**config.mk**
```make
export PLATFORM = sky130hd
export DESIGN_NAME = idpair_packer_flat
export DESIGN_NICKNAME = d
export VERILOG_FILES = /design/src/rtl/tanimoto_pkg.sv /design/src/rtl/idpair_packer_if.sv /design/src/rtl/idpair_packer.sv /design/src/flat_wrapper.sv
export SDC_FILE = /design/constraint.sdc
export NUM_CORES = 2
export LEC_CHECK = 0
export CAP_MARGIN = 20
export CORE_MARGIN = 2
export CORE_UTILIZATION = 50
export DETAILED_ROUTE_END_ITERATION = 6
export DONT_BUFFER_PORTS = 1
export SLEW_MARGIN = 10
export SYNTH_ARGS = -nofsm -noshare
export SYNTH_HDL_FRONTEND = slang
export SYNTH_SLANG_ARGS = --single-unit
```
**constraint.sdc**
```tcl
create_clock -name clk -period 2.5 [get_ports clk]
set_input_delay 0.5 -clock clk [delete_from_list [all_inputs] [get_ports clk]]
set_output_delay 0.5 -clock clk [all_outputs]
set_load 0.02 [all_outputs]
```
**src/rtl/tanimoto_pkg.sv**
```systemverilog
// Shared tanimoto parameters and width derivations, so the top and the
// ID-pair packer agree on pair and word geometry.
package tanimoto_pkg;

    localparam int unsigned VEC_ID_WIDTH_DEF = 10;
    localparam int unsigned BUS_WIDTH_DEF    = 512;

    function automatic int unsigned pair_width(input int unsigned vec_id_width);
        return 2 * vec_id_width;
    endfunction

    function automatic int unsigned pairs_per_word(input int unsigned bus_width,
                                                   input int unsigned vec_id_width);
        return bus_width / pair_width(vec_id_width);
    endfunction

    function automatic int unsigned slot_cnt_width(input int unsigned bus_width,
                                                   input int unsigned vec_id_width);
        return $clog2(pairs_per_word(bus_width, vec_id_width) + 1);
    endfunction

endpackage

```
**src/rtl/idpair_packer_if.sv**
```systemverilog
// Pair-FIFO input side and packed-word output stream of idpair_packer.
// master = packer side, slave = FIFO/DMA environment side.
interface idpair_packer_if #(
    parameter int unsigned BUS_WIDTH    = tanimoto_pkg::BUS_WIDTH_DEF,
    parameter int unsigned VEC_ID_WIDTH = tanimoto_pkg::VEC_ID_WIDTH_DEF
);
    localparam int unsigned PAIR_WIDTH     = tanimoto_pkg::pair_width(VEC_ID_WIDTH);
    localparam int unsigned SLOT_CNT_WIDTH = tanimoto_pkg::slot_cnt_width(BUS_WIDTH, VEC_ID_WIDTH);

    logic                      i_IDPair_Ready;
    logic [PAIR_WIDTH-1:0]     i_IDPair;
    logic                      i_IDPair_Last;
    logic                      o_IDPair_Read;
    logic [BUS_WIDTH-1:0]      o_Data;
    logic                      o_Valid;
    logic                      i_Ready;
    logic [SLOT_CNT_WIDTH-1:0] o_PairCnt;
    logic                      o_Last;
    logic [31:0]               o_PairTotal;

    modport master (
        input  i_IDPair_Ready, i_IDPair, i_IDPair_Last, i_Ready,
        output o_IDPair_Read, o_Data, o_Valid, o_PairCnt, o_Last, o_PairTotal
    );

    modport slave (
        output i_IDPair_Ready, i_IDPair, i_IDPair_Last, i_Ready,
        input  o_IDPair_Read, o_Data, o_Valid, o_PairCnt, o_Last, o_PairTotal
    );

endinterface

```
**src/rtl/idpair_packer.sv**
```systemverilog
// Packs (ref, cmp) ID pairs densely into BUS_WIDTH words for the host DMA;
// a job's last pair flushes the partial word. Keeps a per-job pair total.
module idpair_packer
    import tanimoto_pkg::*;
#(
    parameter int unsigned BUS_WIDTH    = BUS_WIDTH_DEF,
    parameter int unsigned VEC_ID_WIDTH = VEC_ID_WIDTH_DEF
) (
    input  logic            clk,
    input  logic            rstn,
    idpair_packer_if.master bus
);

    localparam int unsigned PAIR_WIDTH     = pair_width(VEC_ID_WIDTH);
    localparam int unsigned PAIRS_PER_WORD = pairs_per_word(BUS_WIDTH, VEC_ID_WIDTH);
    localparam int unsigned SLOT_CNT_WIDTH = slot_cnt_width(BUS_WIDTH, VEC_ID_WIDTH);
    localparam logic [SLOT_CNT_WIDTH-1:0] LAST_SLOT = SLOT_CNT_WIDTH'(PAIRS_PER_WORD - 1);

    logic [BUS_WIDTH-1:0]      acc;
    logic [BUS_WIDTH-1:0]      acc_merged;
    logic [SLOT_CNT_WIDTH-1:0] slot;
    logic                      job_done;
    logic                      out_free;
    logic                      completing;
    logic                      accept;

    assign out_free   = !bus.o_Valid || bus.i_Ready;
    assign completing = (slot == LAST_SLOT) || bus.i_IDPair_Last;
    // Only a word-completing pair needs room in the output register.
    assign accept     = rstn && bus.i_IDPair_Ready && (!completing || out_free);
    assign bus.o_IDPair_Read = accept;

    always_comb begin
        acc_merged = acc;
        for (int unsigned k = 0; k < PAIRS_PER_WORD; k++) begin
            if (slot == SLOT_CNT_WIDTH'(k)) begin
                acc_merged[k*PAIR_WIDTH +: PAIR_WIDTH] = bus.i_IDPair;
            end
        end
    end

    always_ff @(posedge clk or negedge rstn) begin
        if (!rstn) begin
            acc             <= '0;
            slot            <= '0;
            job_done        <= 1'b0;
            bus.o_Data      <= '0;
            bus.o_Valid     <= 1'b0;
            bus.o_PairCnt   <= '0;
            bus.o_Last      <= 1'b0;
            bus.o_PairTotal <= '0;
        end else begin
            if (bus.o_Valid && bus.i_Ready) begin
                bus.o_Valid <= 1'b0;
            end
            if (accept) begin
                if (completing) begin
                    bus.o_Data    <= acc_merged;
                    bus.o_Valid   <= 1'b1;
                    bus.o_PairCnt <= slot + SLOT_CNT_WIDTH'(1);
                    bus.o_Last    <= bus.i_IDPair_Last;
                    acc           <= '0;
                    slot          <= '0;
                end else begin
                    acc  <= acc_merged;
                    slot <= slot + SLOT_CNT_WIDTH'(1);
                end
                // Total restarts on the first pair after a Last, and saturates.
                job_done <= bus.i_IDPair_Last;
                if (job_done) begin
                    bus.o_PairTotal <= 32'd1;
                end else if (bus.o_PairTotal != '1) begin
                    bus.o_PairTotal <= bus.o_PairTotal + 32'd1;
                end
            end
        end
    end

endmodule

```
**src/flat_wrapper.sv**
```systemverilog
// flat-port wrapper written by rule: the top's interface ports become plain ports
module idpair_packer_flat import tanimoto_pkg::*;
#(
    parameter int unsigned BUS_WIDTH    = BUS_WIDTH_DEF,
    parameter int unsigned VEC_ID_WIDTH = VEC_ID_WIDTH_DEF
)
  (clk, rstn, bus_i_IDPair_Ready, bus_i_IDPair, bus_i_IDPair_Last, bus_i_Ready, bus_o_IDPair_Read, bus_o_Data, bus_o_Valid, bus_o_PairCnt, bus_o_Last, bus_o_PairTotal);
  idpair_packer_if #(.BUS_WIDTH(BUS_WIDTH), .VEC_ID_WIDTH(VEC_ID_WIDTH)) bus_i ();
  input  logic clk;
  input  logic rstn;
  input wire logic [$bits(bus_i.i_IDPair_Ready)-1:0] bus_i_IDPair_Ready;
  input wire logic [$bits(bus_i.i_IDPair)-1:0] bus_i_IDPair;
  input wire logic [$bits(bus_i.i_IDPair_Last)-1:0] bus_i_IDPair_Last;
  input wire logic [$bits(bus_i.i_Ready)-1:0] bus_i_Ready;
  output wire logic [$bits(bus_i.o_IDPair_Read)-1:0] bus_o_IDPair_Read;
  output wire logic [$bits(bus_i.o_Data)-1:0] bus_o_Data;
  output wire logic [$bits(bus_i.o_Valid)-1:0] bus_o_Valid;
  output wire logic [$bits(bus_i.o_PairCnt)-1:0] bus_o_PairCnt;
  output wire logic [$bits(bus_i.o_Last)-1:0] bus_o_Last;
  output wire logic [$bits(bus_i.o_PairTotal)-1:0] bus_o_PairTotal;
  assign bus_i.i_IDPair_Ready = bus_i_IDPair_Ready;
  assign bus_i.i_IDPair = bus_i_IDPair;
  assign bus_i.i_IDPair_Last = bus_i_IDPair_Last;
  assign bus_i.i_Ready = bus_i_Ready;
  assign bus_o_IDPair_Read = bus_i.o_IDPair_Read;
  assign bus_o_Data = bus_i.o_Data;
  assign bus_o_Valid = bus_i.o_Valid;
  assign bus_o_PairCnt = bus_i.o_PairCnt;
  assign bus_o_Last = bus_i.o_Last;
  assign bus_o_PairTotal = bus_i.o_PairTotal;
  idpair_packer #(.BUS_WIDTH(BUS_WIDTH), .VEC_ID_WIDTH(VEC_ID_WIDTH)) u_core (.clk(clk), .rstn(rstn), .bus(bus_i));
endmodule
```
==> metrics.md <==
| Metric | Value |
|---|---|
| Final period utilization | ~99% |
| Via count of the first global-routing pass | 30,800 |
| Ant diodes | 0 |
| Average via count per standard cell | about 6.3 |
| Global-route wire length before repair | 221,000 um |
| Highest-count cells in the layout ignoring fill and taps | dfrtp_1 (1,045), nand2_1 (539), o21ai_0 (514) |
| Routability cong. | 0.834 |
| Multi-input gate area | 15,800 sq um |
| Area enclosed by the die boundary | approximately 89,000 sq um |
| Total number of vias | 31,300 |
| Power density relative to cell area | 762 nW/um^2 |
| Top FF cell, synth | dfrtp_1 |
| Worst endpoint data arrival time | 1.98 ns |
| Vertical extent of the die | about 300 um |
| Setup skew after layout | 0.0235 ns |
| Critical Path Start Type | flop |
| Post-synth ARST share | 100% |
| Row count | 108 |
| All-layer global routing usage | about a third |
| Worst IR Drop VDD | 0.506 mV |
| Post-route total power | a little under 0.04 W |
| Commonest non-fill, non-tap cell in the layout | dfrtp_1 |
| DR DRC count | 0 |
| Die X-Extent | 299 um |
| Slew at the pin closest to its max-slew limit | between 1 and 1.5 ns |
| Master cell of the clock root buffer | clkbuf_16 |
| Post-DR wirelength/cell | 31.0 um |
| Placeable core area | 86,500 sq um |
| Post-synth EDFFs | 0 |
| Mapped Avg Cell Area | 11.5 sq um |
| Sequential Area | 26,200 sq um |
| Number of max-cap violations | 0 |
| Data required time of the worst path | 2.00 ns |
| TritonCTS clock tree | done |
| Largest net degree at the start of global routing | 1,048 |
| Nets@finish | roughly 3,700 |
| Placed inst area | between 40,000 and 50,000 sq um |
| Antenna violation net count after detailed routing | 0 |
| Maximum clock frequency | 403 MHz |
| TritonCTS sink count | 1,045 |
| Number of buffers inserted during clock tree synthesis | 107 |
| Final design utilization | 58.4% |
| Leftover overflow at the end of global routing | 0 |
| Violations in the final reports | hold timing |
| Final Critical Period | around 2.5 ns |
| Most Crowded Layer GR | met2 |
| Endpoint type of the worst setup path | primary output |
| Total I/O pin count | about 580 |
| Clock latency reported for the late side of the worst-skew pair | 0.69 ns |
| Buffers on Ports | 0 |
| Number of different library cells in the post-synthesis netlist | 56 |
| Clock Pin Slew Worst Setup and Hold Paths | ~0.06 ns |
| Bufs on Longest Clock Path | 3 |
| Number of synthesized register bits | 1,045 |
| Post-route worst setup slack | 0.0159 ns |
| Share of layout cells above drive strength 1 | 11.9% |
| Sequential element share of the synthesized area | 60.2% |
| Hold violation total from the final report | 28 |
| Post-detailed-placement half-perimeter wirelength | 78,200 um |
| Kind of critical path | reg2out |
| Post-place setup slack | -0.343 ns |
| Fillers | between 6,000 and 7,000 |
| Run status | complete, but fails checks |
| Post-route cell area | around 51,000 sq um |
| Met2 routing resource usage after global routing | 52.3% |
| Htree depth | 3 |
| Final count of pins violating max slew | 0 |
| Initial core utilization | between 50% and 60% |
| Met1 capacity usage during global routing | 44.9% |
| Summed instance area of the synthesized netlist | 43,500 sq um |
| Area growth syn-to-layout | 16.3% |
| Path category of the worst min-delay check | in2async |
| Maximum net fanout on the critical path | 5 |
| Iteration-0 DRC Markers | between 3,000 and 4,000 |
| RSZ-0062 raised after global routing | true |
| Total number of yosys warnings | 0 |
| Number of instances in the synthesized netlist | about 3,800 |
| Final routed wirelength across all metal layers | 154,000 um |
| Relative slew slack | 29.0% |
| 1st-pass router iterations | 6 |
| Final setup violation count | 0 |
| Tightest hold margin | -0.0386 ns |
| Met3 GRT Util | 10.3% |
| Lkg Pwr | roughly 23 nW |
| Antenna violations before repair | 4 |
-- final cells by class --
class                   count  area share [%]
clock inverters            39           0.986
clock buffers             162            6.51
inverters                  16           0.124
flip-flops and latches   1045            51.8
repair buffers            226            6.45
well taps                1155            2.86
multi-input cells        2318            31.3
-- synth_stat cells, types with 13 or more instances --
master	n	share of area, %
nand3_1	24	0.28
nand2_1	540	4.7
buf_1	50	0.43
dfrtp_1	1045	60
nand4_1	13	0.19
nor2_1	34	0.29
o21ai_1	15	0.17
o21ai_0	519	6.0
clkbuf_1	268	2.3
inv_1	16	0.14
buf_4	13	0.22
mux2i_1	506	12
a22o_1	482	9.7
nor3_1	32	0.37
buf_2	71	0.82
and2_1	22	0.32
-- power by group --
part | internal (W) | total, W | switching (W) | leakage (nW)
clock network | 0.0101 | 0.0171 | 0.00697 | 1.88
registers | 0.0173 | 0.0182 | 0.000826 | 14.5
logic | 0.00111 | 0.00324 | 0.00213 | 7.02
-- stage by stage --
stage               cells  TNS [ns]
floorplan            3782         0
global placement     4707    -43.72
detailed placement   4710    -49.58
CTS                  4941         0
global route         4961   -0.0519
finish               4961         0
-- sequential cells by signal, indices dropped and copies added, names as in the netlist --
register                flops
u_core.acc                500
u_core.bus.o_Data         500
u_core.bus.o_Last           1
u_core.bus.o_PairCnt        5
u_core.bus.o_PairTotal     32
u_core.bus.o_Valid          1
u_core.job_done             1
u_core.slot                 5
-- critical path: stages (launching register included) --
cell	delay, ns
dfrtp_1	0.39
inv_2	0.09
ha_4	0.14
nand4b_1	0.14
buf_4	0.19
a2bb2oi_4	0.16
inv_4	0.05
buf_12	0.14
-- cells by family after synthesis --
group / after synthesis / synth area share [%]
AOI/OAI and AO/OA: 1073 / 16.9
DFF: 1045 / 60.2
and+or+nand+nor: 717 / 7.04
muxes: 508 / 11.7
buffers and inverters: 419 / 3.94
adders and majority gates: 6 / 0.173
xor gates and xnor gates: 2 / 0.0403
other: 1 / 0.00863
-- layer usage --
| layer | up-vias | routed length (um) |
|---|---|---|
| met1 | 16200 | 62300 |
| met2 | 1482 | 71100 |
| li1 | 13300 | - |
| met5 | - | 13 |
| met3 | 276 | 14900 |
| met4 | 2 | 5300 |
-- final timing paths --
kind                                   from                      to  slack, ns  cells past startpoint
setup / recovery             u_core.slot[0]       bus_o_IDPair_Read       0.02                      7
hold / removal                         rstn   u_core.bus.o_Data[57]      -0.04                      2
setup reg to reg             u_core.slot[0]         u_core.acc[224]       0.11                     10
hold reg to reg             u_core.acc[496]         u_core.acc[496]       0.49                      1
max in group asynchronous              rstn  u_core.bus.o_Data[312]       0.87                      3
min in group clk           bus_i_IDPair[19]  u_core.bus.o_Data[419]       0.03                      2
-- repair_timing --
action                                  4_1_cts  5_1_grt
setup buffers                                 7        3
endpoints found under the setup margin        3     1421
pin swaps                                     1        2
gates cloned                                  1        4
hold buffers                                 22        8
endpoints found under the hold margin      1527      306
resized for setup                             5        2
Power figures use the tool's default switching activity.
